[src/rtl/hazard_ctrl_if.sv]
// Signal bundle between the pipeline datapath and the hazard controller.
// The master modport is the datapath side; the slave modport is the controller.
interface hazard_ctrl_if #(
    parameter int CNT_W = 32
) ();
    logic [4:0]       rs_addr_D;
    logic [4:0]       rt_addr_D;
    logic             use_rs_D;
    logic             use_rt_D;
    logic             JumpD;
    logic             halt_D;
    logic             RegWriteE;
    logic             RegWriteM;
    logic             RegWriteW;
    logic [4:0]       write_reg_E;
    logic [4:0]       write_reg_M;
    logic [4:0]       write_reg_W;
    logic             branch_taken_E;
    logic             StallF;
    logic             StallD;
    logic             FlushD;
    logic             FlushE;
    logic             halt_out;
    logic [CNT_W-1:0] stall_cnt;
    logic [CNT_W-1:0] flush_cnt;
    logic [1:0]       dbg_state;

    modport master (
        output rs_addr_D, rt_addr_D, use_rs_D, use_rt_D, JumpD, halt_D,
        output RegWriteE, RegWriteM, RegWriteW,
        output write_reg_E, write_reg_M, write_reg_W, branch_taken_E,
        input  StallF, StallD, FlushD, FlushE, halt_out,
        input  stall_cnt, flush_cnt, dbg_state
    );

    modport slave (
        input  rs_addr_D, rt_addr_D, use_rs_D, use_rt_D, JumpD, halt_D,
        input  RegWriteE, RegWriteM, RegWriteW,
        input  write_reg_E, write_reg_M, write_reg_W, branch_taken_E,
        output StallF, StallD, FlushD, FlushE, halt_out,
        output stall_cnt, flush_cnt, dbg_state
    );
endinterface

[src/rtl/hazard_ctrl.sv]
// Hazard and sequencing control for the 5-stage pipeline: RAW stalls, redirect
// flushes, a halt drain FSM and saturating stall/flush counters.
module hazard_ctrl #(
    parameter int DRAIN_CYCLES = 4,
    parameter int CNT_W        = 32
) (
    input  logic          CLK,
    input  logic          RST_n,
    hazard_ctrl_if.slave  hz
);
    typedef enum logic [1:0] {
        RUN    = 2'd0,
        DRAIN  = 2'd1,
        HALTED = 2'd2
    } state_t;

    state_t           state_q, state_d;
    logic [3:0]       drain_q, drain_d;
    logic             halt_q;
    logic [CNT_W-1:0] stall_cnt_q, flush_cnt_q;
    logic             stall_f, stall_d, flush_d, flush_e;
    logic             raw_hit;

    // A stage hits when it writes a nonzero register that ID actually reads.
    function automatic logic stage_hit(input logic we, input logic [4:0] wr);
        return we && (wr != 5'd0) &&
               ((hz.use_rs_D && (wr == hz.rs_addr_D)) ||
                (hz.use_rt_D && (wr == hz.rt_addr_D)));
    endfunction

    assign raw_hit = stage_hit(hz.RegWriteE, hz.write_reg_E) ||
                     stage_hit(hz.RegWriteM, hz.write_reg_M) ||
                     stage_hit(hz.RegWriteW, hz.write_reg_W);

    always_comb begin
        state_d = state_q;
        drain_d = drain_q;
        stall_f = 1'b0;
        stall_d = 1'b0;
        flush_d = 1'b0;
        flush_e = 1'b0;
        case (state_q)
            RUN: begin
                if (hz.branch_taken_E) begin
                    flush_d = 1'b1;
                    flush_e = 1'b1;
                end else if (raw_hit) begin
                    stall_f = 1'b1;
                    stall_d = 1'b1;
                    flush_e = 1'b1;
                end else if (hz.halt_D) begin
                    stall_f = 1'b1;
                    stall_d = 1'b1;
                    flush_e = 1'b1;
                    state_d = DRAIN;
                    drain_d = 4'(DRAIN_CYCLES - 1);
                end else if (hz.JumpD) begin
                    flush_d = 1'b1;
                end
            end
            DRAIN: begin
                stall_f = 1'b1;
                stall_d = 1'b1;
                flush_e = 1'b1;
                if (drain_q == 4'd0) state_d = HALTED;
                else                 drain_d = drain_q - 4'd1;
            end
            HALTED: begin
                stall_f = 1'b1;
                stall_d = 1'b1;
                flush_e = 1'b1;
            end
            default: state_d = RUN;
        endcase
    end

    always_ff @(posedge CLK or negedge RST_n) begin
        if (!RST_n) begin
            state_q     <= RUN;
            drain_q     <= 4'd0;
            halt_q      <= 1'b0;
            stall_cnt_q <= '0;
            flush_cnt_q <= '0;
        end else begin
            state_q <= state_d;
            drain_q <= drain_d;
            halt_q  <= (state_d == HALTED);
            if (stall_d && (stall_cnt_q != {CNT_W{1'b1}}))
                stall_cnt_q <= stall_cnt_q + CNT_W'(1);
            if ((flush_d || flush_e) && (flush_cnt_q != {CNT_W{1'b1}}))
                flush_cnt_q <= flush_cnt_q + CNT_W'(1);
        end
    end

    // Control outputs are forced quiet while reset is held, whatever the inputs.
    assign hz.StallF    = RST_n & stall_f;
    assign hz.StallD    = RST_n & stall_d;
    assign hz.FlushD    = RST_n & flush_d;
    assign hz.FlushE    = RST_n & flush_e;
    assign hz.halt_out  = halt_q;
    assign hz.stall_cnt = stall_cnt_q;
    assign hz.flush_cnt = flush_cnt_q;
    assign hz.dbg_state = state_q;
endmodule

[src/flat_wrapper.sv]
// flat-port wrapper written by rule: the top's interface ports become plain ports
module hazard_ctrl_flat 
#(
    parameter int DRAIN_CYCLES = 4,
    parameter int CNT_W        = 32
)
  (CLK, RST_n, hz_rs_addr_D, hz_rt_addr_D, hz_use_rs_D, hz_use_rt_D, hz_JumpD, hz_halt_D, hz_RegWriteE, hz_RegWriteM, hz_RegWriteW, hz_write_reg_E, hz_write_reg_M, hz_write_reg_W, hz_branch_taken_E, hz_StallF, hz_StallD, hz_FlushD, hz_FlushE, hz_halt_out, hz_stall_cnt, hz_flush_cnt, hz_dbg_state);
  hazard_ctrl_if #(.CNT_W(CNT_W)) hz_i ();
  input  logic CLK;
  input  logic RST_n;
  input wire logic [$bits(hz_i.rs_addr_D)-1:0] hz_rs_addr_D;
  input wire logic [$bits(hz_i.rt_addr_D)-1:0] hz_rt_addr_D;
  input wire logic [$bits(hz_i.use_rs_D)-1:0] hz_use_rs_D;
  input wire logic [$bits(hz_i.use_rt_D)-1:0] hz_use_rt_D;
  input wire logic [$bits(hz_i.JumpD)-1:0] hz_JumpD;
  input wire logic [$bits(hz_i.halt_D)-1:0] hz_halt_D;
  input wire logic [$bits(hz_i.RegWriteE)-1:0] hz_RegWriteE;
  input wire logic [$bits(hz_i.RegWriteM)-1:0] hz_RegWriteM;
  input wire logic [$bits(hz_i.RegWriteW)-1:0] hz_RegWriteW;
  input wire logic [$bits(hz_i.write_reg_E)-1:0] hz_write_reg_E;
  input wire logic [$bits(hz_i.write_reg_M)-1:0] hz_write_reg_M;
  input wire logic [$bits(hz_i.write_reg_W)-1:0] hz_write_reg_W;
  input wire logic [$bits(hz_i.branch_taken_E)-1:0] hz_branch_taken_E;
  output wire logic [$bits(hz_i.StallF)-1:0] hz_StallF;
  output wire logic [$bits(hz_i.StallD)-1:0] hz_StallD;
  output wire logic [$bits(hz_i.FlushD)-1:0] hz_FlushD;
  output wire logic [$bits(hz_i.FlushE)-1:0] hz_FlushE;
  output wire logic [$bits(hz_i.halt_out)-1:0] hz_halt_out;
  output wire logic [$bits(hz_i.stall_cnt)-1:0] hz_stall_cnt;
  output wire logic [$bits(hz_i.flush_cnt)-1:0] hz_flush_cnt;
  output wire logic [$bits(hz_i.dbg_state)-1:0] hz_dbg_state;
  assign hz_i.rs_addr_D = hz_rs_addr_D;
  assign hz_i.rt_addr_D = hz_rt_addr_D;
  assign hz_i.use_rs_D = hz_use_rs_D;
  assign hz_i.use_rt_D = hz_use_rt_D;
  assign hz_i.JumpD = hz_JumpD;
  assign hz_i.halt_D = hz_halt_D;
  assign hz_i.RegWriteE = hz_RegWriteE;
  assign hz_i.RegWriteM = hz_RegWriteM;
  assign hz_i.RegWriteW = hz_RegWriteW;
  assign hz_i.write_reg_E = hz_write_reg_E;
  assign hz_i.write_reg_M = hz_write_reg_M;
  assign hz_i.write_reg_W = hz_write_reg_W;
  assign hz_i.branch_taken_E = hz_branch_taken_E;
  assign hz_StallF = hz_i.StallF;
  assign hz_StallD = hz_i.StallD;
  assign hz_FlushD = hz_i.FlushD;
  assign hz_FlushE = hz_i.FlushE;
  assign hz_halt_out = hz_i.halt_out;
  assign hz_stall_cnt = hz_i.stall_cnt;
  assign hz_flush_cnt = hz_i.flush_cnt;
  assign hz_dbg_state = hz_i.dbg_state;
  hazard_ctrl #(.DRAIN_CYCLES(DRAIN_CYCLES), .CNT_W(CNT_W)) u_core (.CLK(CLK), .RST_n(RST_n), .hz(hz_i));
endmodule
[config.mk]
export PLATFORM = sky130hd
export DESIGN_NAME = hazard_ctrl_flat
export DESIGN_NICKNAME = d
export VERILOG_FILES = /design/src/rtl/hazard_ctrl_if.sv /design/src/rtl/hazard_ctrl.sv /design/src/flat_wrapper.sv
export SDC_FILE = /design/constraint.sdc
export NUM_CORES = 1
export LEC_CHECK = 0
export ABC_AREA = 0
export CAP_MARGIN = 20
export CORE_ASPECT_RATIO = 1.4
export CORE_MARGIN = 10
export CORE_UTILIZATION = 40
export CTS_BUF_LIST = sky130_fd_sc_hd__clkbuf_8 sky130_fd_sc_hd__clkbuf_16
export DETAILED_ROUTE_END_ITERATION = 16
export PLACE_DENSITY = 0.79
export SLEW_MARGIN = 30
export SYNTH_ARGS = -nofsm -noshare
export SYNTH_HDL_FRONTEND = slang
export SYNTH_SLANG_ARGS = --single-unit
[constraint.sdc]
create_clock -name CLK -period 2.32 [get_ports CLK]
set_input_delay 0.232 -clock CLK [delete_from_list [all_inputs] [get_ports CLK]]
set_output_delay 0.232 -clock CLK [all_outputs]
set_load 0.1 [all_outputs]
# After elaboration in Yosys (flattened, before gate mapping)
# Cells that the tools add are included.
[word_totals]
register_bits = 71
in_bits = 35
output_inout_bits = 71
elab_cells = 75
[op_classes]
n_addsub = 3
n_eq_ne = 15
muxes = 21
bitwise = 3
n_reduce_logical = 28
[op_table]
columns = ["operator", "count"]
rows = [
  ["32-bit by 1-bit adder with 32-bit output (second input constant)", 2],
  ["32-bit != test (second input constant)", 2],
  ["5-bit == test", 6],
  ["4-bit two-way mux", 4],
  ["5-bit nonzero test", 3],
  ["1-bit logical AND", 14],
  ["1-bit two-way mux", 9],
  ["2-bit two-way mux", 4],
  ["2-bit != test (second input constant)", 4],
  ["4-bit one-hot mux with 2 select lines", 1],
  ["1-bit logical OR", 6],
  ["2-bit one-hot mux with 3 select lines", 1],
  ["5-bit AND reduction", 1],
  ["2-bit == test (second input constant)", 2],
  ["4-bit zero test", 1],
  ["1-bit one-hot mux with 2 select lines", 2],
  ["4-bit by 1-bit subtractor with 4-bit output (second input constant)", 1],
  ["1-bit bitwise AND", 3],
  ["2-bit by 1-bit == test with 1-bit output (second input constant)", 1],
  ["2-bit zero test", 1],
  ["2-bit nonzero test", 1],
  ["2-bit OR reduction", 1],
]

# Depth between registers and ports, before layout
# Gate-level depths: netlist (run 1).
[depth]
ltp_word = 11
mapped_depth = 9
depth_no_buf = 8

# Least setup slack after synthesis (run 1)
# Ideal clock, no wire load.
[synth_path]
path_type = "flip-flop to output port"
start = "register u_core.state_q[1] (netlist: u_core.hz.dbg_state[1])"
end = "output port hz_StallF"
t_arrival_ns = 3.644
t_required_ns = 2.088
slack_ns = -1.556
path_stages_with_launch = 8
path_buffers = 1
cell_sequence = "dfrtp_1 inv_1 ha_1 inv_1 a211oi_1 or2_2 nor2b_1 buf_4"
[synth_between]
elab_chain_len = 4
word_cells_on_any_way = 6
cone_classes = "eq/ne: 2; mux: 1; bitwise: 1; reduce/logical: 2"
[synth_rtl]
columns = ["element", "line_no", "text"]
rows = [
  ["start, declared", "hazard_ctrl.sv:17", "state_t state_q, state_d;"],
  ["start signal, assigned", "hazard_ctrl.sv:85", "state_q <= state_d;"],
  ["2-bit == test or 2-bit by 1-bit == test with 1-bit output (tied branches)", "--", ""],
  ["2-bit OR reduction (no line)", "--", ""],
  ["1-bit one-hot mux with 2 select lines *", "--", ""],
  ["1-bit bitwise AND *", "--", ""],
  ["end, declared", "flat_wrapper.sv:24", "output wire logic [$bits(hz_i.StallF)-1:0] hz_StallF;"],
]
# Mark *: on every way between the ends. The rest lies on a longest branch, timed or not.

# Worst setup path in the final report (run 1)
[layout_path]
start = "input port hz_write_reg_M[4]"
end = "output port hz_StallF"
[layout_between]
elab_chain_len = 10
word_cells_on_any_way = 14
cone_classes = "eq/ne: 2; mux: 3; bitwise: 1; reduce/logical: 8"
[layout_rtl]
columns = ["element", "line_no", "text"]
rows = [
  ["start, declared", "flat_wrapper.sv:21", "input wire logic [$bits(hz_i.write_reg_M)-1:0] hz_write_reg_M;"],
  ["5-bit == test, on equally long branches", "hazard_ctrl.sv:27, hazard_ctrl.sv:28", ""],
  ["1-bit logical AND, on equally long branches", "hazard_ctrl.sv:27, hazard_ctrl.sv:28", ""],
  ["1-bit logical OR", "hazard_ctrl.sv:27", "((hz.use_rs_D && (wr == hz.rs_addr_D)) ||"],
  ["1-bit logical AND *", "hazard_ctrl.sv:26", "return we && (wr != 5'd0) &&"],
  ["1-bit logical OR *", "hazard_ctrl.sv:31", "assign raw_hit = stage_hit(hz.RegWriteE, hz.write_reg_E) ||"],
  ["1-bit logical OR *", "hazard_ctrl.sv:32", "stage_hit(hz.RegWriteM, hz.write_reg_M) ||"],
  ["1-bit two-way mux *", "hazard_ctrl.sv:47", "end else if (raw_hit) begin"],
  ["1-bit two-way mux *", "hazard_ctrl.sv:44", "if (hz.branch_taken_E) begin"],
  ["1-bit one-hot mux with 2 select lines *", "hazard_ctrl.sv:42", "case (state_q)"],
  ["1-bit bitwise AND *", "hazard_ctrl.sv:96", "assign hz.StallF = RST_n & stall_f;"],
]
# Marks and branches as above.

==> impl_metrics.yaml, run 1 <==
setup_path:
  worst-endpoint-required_ns: 2.09
  critPathArrivalTime_ns: 2.16
  reg2reg_slack_ns: 0.07
  cp-end-kind: "output pin"
  reg2reg_from: "u_core.hz.flush_cnt[15]"
  path_class: "in -> out"
  startpoint_type: "primary input"
  r2r-end: "u_core.hz.flush_cnt[1]"
  rr_worst_depth: 8
  cp_max_fo: 2
sta:
  worst_slack_ns: -0.0759
  skew_ns: 0.00690
  grt_setup_unrepaired: "yes"
  hold_viol: 0
  tightest_slew_ns: 0.628
  setup_viol_count_final: 8
  max_freq_mhz: 417
  slew_violations: 0
  fin_crit_ns: 2.40
  fin_crit_sh: 1.03
  slew_headroom: 0.582
  whs_ns: 0.309
outcome:
  status: "complete, but fails checks"
  violations: "setup timing"
power_and_ir_drop:
  clkPwrFrac: 0.506
  leakagePower_nw: 2.66
  comb_power_share: 0.082
  p_seq_frac: 0.412
  ir_drop_v: 0.000431
  swShare: 0.217
  powerDensity_mw_per_mm2: 493
  internal_power_w: 0.00235
  p_switching_w: 0.000654
hold_path:
  min_path_type: "in -> async"
final_layout:
  syn2layout_area_growth_pct: 54.6
  diodes: 0
  drive_above_1_share: 0.436
  nets: 589
  multi_input_area_mm2: 0.00245
  fill_cells: 756
  register_area_mm2: 0.00183
logic_synthesis:
  synth-seq-cells: 71
  synth_top_area_share: 0.450
  synth_area_per_cell_um2: 9.90
  synthAdderAreaFrac: 0.0253
  netlist_area_mm2: 0.00395
  async_flop_share: 1.00
  synth_compound_area_frac: 0.0589
  synthesis.nets: 442
  synth_edf_count: 0
  dominantRegCellSynth: "dfrtp_1"
  syn_inst: 399
  synth_xor_area_frac: 0.204
  yosys.area_share.simple: 0.226
  synthMostInstantiatedCell: "dfrtp_1"
  post-synth-top-area-cell: "dfrtp_1"
  synth_top_family_by_area: "simple AND/OR/NAND/NOR gates"
  ys_types: 42
  synth.mux.area_fraction: 0.00824
  synth_warnings: 0
  synth_commonest_cells: "dfrtp_1, xnor2_1, nand2_1, nand3_1, xor2_1"
  ys_seq_area_frac: 0.450
  synth.area.top_cells: "dfrtp_1, xnor2_1, xor2_1"
place:
  pre_cts_ws_ns: -0.676
  port_buffers: 105
  gp_congestion: 0.940
  hpwl_um: 8720
drt:
  ant_nets: 0
  drc: 0
  via_per_inst: 5.37
  drt_pre_antenna_iters: 4
  wl_um: 12200
  via_count: 3668
  avgRoutedWirePerCell_um: 17.9
  drtIter0Drc: 170
global_route:
  grt_first_pass_wirelength_um: 19400
  grt_pass1_vias: 3819
  grt-ovfl-total: 0
  track_usage: 0.167
  grt_max_degree: 69
  antenna_found_initial: 0
job:
  maxCapViolCount: 0
floorplan:
  fp-row-count: 42
  dieArea_mm2: 0.0143
  die_x_um: 104
  top_level_ports: 106
  die_h_um: 138
  core-area_mm2: 0.00956
  initial_core_util: 0.413
clock_network:
  cts_buffers: 9
  clock-sinks: 71
  clk_pin_slew_worst_paths_ns: 0.06
  cts_tree: "yes"
  htree_levels: 3
  cts_root_buffer: "clkbuf_16"
  ctsLongestPathBuffers: 2
  clk_latency_ns: 0.34
-- metrics by stage --
step / total power, W / util / area [um^2] / std cells / setup TNS [ns]
after global routing: 0.00310 / 0.638 / 6100 / 683 / -1.99
after global placement: 0.00150 / 0.575 / 5500 / 662 / -36.26
final: 0.00301 / 0.638 / 6100 / 683 / -0.365
after detailed placement: 0.00150 / 0.575 / 5500 / 662 / -37.03
after floorplan: 0.00135 / - / 4230 / 399 / -13.80
after CTS: 0.00303 / 0.623 / 5960 / 681 / -0.370
-- cell type report --
type | instances | share of cell area
multi-input combinational | 304 | 0.402
sequential | 71 | 0.300
timing repair buffer | 149 | 0.210
clock buffer | 11 | 0.0414
tap | 132 | 0.0271
clock inverter | 5 | 0.0131
inverter | 11 | 0.00677
-- sequential cells by signal, indices dropped and copies added, names as in the netlist --
register,count
u_core.drain_q,4
u_core.hz.dbg_state,2
u_core.hz.flush_cnt,32
u_core.hz.halt_out,1
u_core.hz.stall_cnt,32
-- repair_timing --
action | in CTS | in global routing
gates cloned | 0 | 2
pin swaps | 14 | 21
setup buffers | 3 | 0
endpoints found under the hold margin | 3 | 0
resized for setup | 82 | 18
hold buffers | 1 | 0
setup endpoints to repair | 66 | 26
-- cell families (layout without fill, tap and decap cells) --
group / after synthesis / count (layout)
XOR/XNOR: 92 / 92
AND/OR/NAND/NOR: 169 / 169
flip-flops: 71 / 71
buffers and inverters: 24 / 176
multiplexers: 3 / 3
AO/OA/AOI/OAI: 32 / 32
adder cells (fa/ha/maj): 8 / 8
-- worst max path at each step --
stage,from,slack [ns],endpoint,depth (start not counted)
after detailed placement,hz_write_reg_M[0],-0.68,u_core.hz.flush_cnt[19],10
after floorplan,hz_write_reg_M[0],-0.37,hz_StallF,7
after global routing,hz_write_reg_M[4],-0.17,u_core.hz.flush_cnt[18],12
final,hz_write_reg_M[4],-0.08,hz_StallF,9
after global placement,hz_write_reg_M[0],-0.63,u_core.hz.stall_cnt[1],10
after CTS,hz_write_reg_M[4],-0.09,hz_StallF,9
-- routing by layer --
metal,wire length (um),vias to the layer above,global-route usage
li1,-,1699,-
met1,5140,1833,0.198
met2,6320,115,0.286
met3,515,21,0.0388
met4,266,0,0.0744
met5,0,-,0
-- layout by cell type, fill, tap and decap left out, types with 5 or more instances in the layout --
| cell | count |
|---|---|
| and2_1 | 6 |
| and3_1 | 17 |
| buf_12 | 5 |
| buf_2 | 7 |
| buf_4 | 102 |
| buf_6 | 6 |
| clkbuf_16 | 11 |
| clkdlybuf4s50_1 | 8 |
| dfrtp_1 | 35 |
| dfrtp_2 | 32 |
| dlygate4sd2_1 | 12 |
| ha_1 | 8 |
| inv_1 | 11 |
| nand2_1 | 27 |
| nand2_2 | 6 |
| nand3_1 | 20 |
| nand3_2 | 11 |
| nand4_1 | 27 |
| nor2_1 | 13 |
| nor3_2 | 7 |
| nor3_4 | 5 |
| nor4_4 | 5 |
| o21a_1 | 5 |
| xnor2_1 | 58 |
| xor2_1 | 30 |
-- power by group through the flow --
| stage | Combinational [W] | Sequential [W] | Clock (W) |
|---|---|---|---|
| after detailed placement | 0.000239 | 0.00126 | 0 |
| after floorplan | 0.0000907 | 0.00126 | 0 |
| after global placement | 0.000236 | 0.00126 | 0 |
| final | 0.000246 | 0.00124 | 0.00152 |
| after CTS | 0.000240 | 0.00124 | 0.00155 |
| after global routing | 0.000264 | 0.00124 | 0.00160 |
-- worst max-delay path, stage by stage --
cell and delay (ns):
buf_6 0.09, or4_4 0.52, o21a_1 0.18, a222oi_1 0.33, buf_4 0.19, a211oi_4 0.06
or2_4 0.24, nor2b_4 0.15, buf_12 0.17
Power figures use the tool's default switching activity.
==> run 2, diff against run 1 <==
Settings changed: CORE_UTILIZATION 40 to 45, PLACE_DENSITY 0.79 to 0.83, SETUP_SLACK_MARGIN set to 0.2.
Clock period 2.32 ns to 2.3 ns, I/O delays scaled along.
==> run 2 against run 1 <==
Net effect: the flow still finishes with violations (setup timing); critical path depth is the same; clock power shrank 18%; setup slack lost 0.076 ns; hold slack gained 0.052 ns; combinational power is essentially flat; register-to-register slack lost 0.12 ns; largest cell class unchanged; largest power group is now sequential cells.
==> impl_metrics.yaml, run 2 (synthesized netlist as in run 1, its figures left out) <==
outcome:
  status: "complete, but fails checks"
  violations: "setup timing"
setup_path:
  critPathArrivalTime_ns: 2.22
  path_class: "in -> out"
  startpoint_type: "primary input"
  cp_max_fo: 3
  r2r-end: "u_core.hz.flush_cnt[1]"
  reg2reg_slack_ns: -0.05
  worst-endpoint-required_ns: 2.07
  cp-end-kind: "output pin"
  rr_worst_depth: 9
  reg2reg_from: "u_core.hz.flush_cnt[6]"
place:
  place_inst: 641
  gp_congestion: 0.956
  pre_cts_ws_ns: -0.664
  port_buffers: 105
  hpwl_um: 8870
  place_area_mm2: 0.00555
sta:
  slew_headroom: 0.475
  grt_setup_unrepaired: "yes"
  worst_slack_ns: -0.152
  max_freq_mhz: 408
  tightest_slew_ns: 0.788
  fin_crit_ns: 2.45
  slew_violations: 0
  skew_ns: 0.00798
  setup_viol_count_final: 38
  fin_crit_sh: 1.07
  hold_viol: 0
clock_network:
  clk_pin_slew_worst_paths_ns: 0.06
  cts_tree: "yes"
  cts_root_buffer: "clkbuf_16"
  ctsLongestPathBuffers: 2
  htree_levels: 3
  clk_latency_ns: 0.33
  cts_buffers: 9
  clock-sinks: 71
power_and_ir_drop:
  ir_drop_v: 0.000545
  leakagePower_nw: 2.92
  powerDensity_mw_per_mm2: 417
floorplan:
  die_h_um: 131
  dieArea_mm2: 0.0130
  fp-row-count: 40
  core-area_mm2: 0.00856
  initial_core_util: 0.461
  top_level_ports: 106
  die_x_um: 99.2
drt:
  drt_pre_antenna_iters: 4
  drtIter0Drc: 231
  via_count: 3860
  avgRoutedWirePerCell_um: 20.7
  via_per_inst: 5.74
  ant_nets: 0
  wl_um: 13900
  drc: 0
final_layout:
  nets: 606
  final_common_cell: "buf_4"
  stdcell_count: 673
  final_cell_mix: "buf_4, xnor2_1, dfrtp_1, dfrtp_2, xor2_1"
  diodes: 0
  drive_above_1_share: 0.486
  fill_cells: 517
  syn2layout_area_growth_pct: 66.1
  fin_area_mm2: 0.00656
global_route:
  grt_max_degree: 63
  grt_first_pass_wirelength_um: 20900
  antenna_found_initial: 0
  track_usage: 0.198
  grt-ovfl-total: 0
  grt_pass1_vias: 4098
hold_path:
  min_path_type: "in -> async"
job:
  maxCapViolCount: 0
run 2: changes by cell type in the layout (fill, tap and decap cells not counted), moves of 6 or more:
| cell | previous run | this run |
|---|---|---|
| buf_4 | 102 | 112 |
| nand2_2 | 6 | 0 |
| nand3_2 | 11 | 2 |
| nand3_4 | 0 | 9 |
| nor2_1 | 13 | 6 |
| nor2_4 | 4 | 12 |
| xnor2_1 | 58 | 46 |
| xnor2_2 | 4 | 16 |
run 2: worst max path at each step:
stage,from,end,slack [ns],depth (start not counted)
after global placement,hz_write_reg_M[0],u_core.hz.flush_cnt[1],-0.61,10
after floorplan,hz_write_reg_M[0],hz_StallF,-0.39,7
after detailed placement,hz_write_reg_M[0],u_core.hz.flush_cnt[27],-0.66,10
after global routing,hz_write_reg_M[4],u_core.hz.flush_cnt[1],-0.23,11
after CTS,hz_write_reg_M[4],hz_StallF,-0.14,9
final,hz_write_reg_M[4],hz_StallF,-0.15,9
run 2: stage by stage:
| step | util | setup TNS, ns | total power [W] | hold slack, ns |
|---|---|---|---|---|
| CTS | 0.722 | -1.10 | 0.00273 | 0.350 |
| finish | 0.766 | -2.80 | 0.00274 | 0.361 |
| global route | 0.766 | -7.65 | 0.00281 | 0.361 |
| floorplan | - | -14.84 | 0.00136 | -0.0656 |
| global placement | 0.648 | -34.24 | 0.00151 | 0.134 |
| detailed placement | 0.648 | -35.58 | 0.00151 | 0.141 |
run 2: metal layers:
metal | routed length, um | track usage
met2 | 7360 | 0.353
met1 | 5290 | 0.220
met3 | 866 | 0.0468
met5 | 0 | 0
met4 | 398 | 0.0811
run 2: layout make-up:
type / instances / area [um^2] / area share
Tap cell: 105 / 131 / 0.0200
Inverter: 11 / 41.3 / 0.00630
Sequential cell: 71 / 1830 / 0.279
Clock buffer: 10 / 239 / 0.0364
Multi-Input combinational cell: 304 / 2770 / 0.423
Timing Repair Buffer: 166 / 1520 / 0.231
Clock inverter: 6 / 25.0 / 0.00382
run 2: worst max-delay path: stages:
cell,delay (ns)
buf_6,0.09
or4_4,0.51
o21a_1,0.19
a222oi_1,0.37
buf_4,0.20
a211oi_4,0.06
or2_4,0.24
nor2b_4,0.15
buf_12,0.17
run 2: report_power, final:
part,switching [W],internal [W],total (W)
registers,0,0.00125,0.00125
clock network,0.000504,0.000739,0.00124
logic,0.000127,0.000116,0.000243
total,0.000631,0.00210,0.00274
run 2: repair_timing:
action | in CTS | in global routing
gates resized for setup | 103 | 56
hold buffers | 1 | 0
cloned | 4 | 1
endpoints found under the setup margin | 75 | 73
pin swaps | 35 | 45
hold endpoints to repair | 9 | 0
buffers inserted | 3 | 7
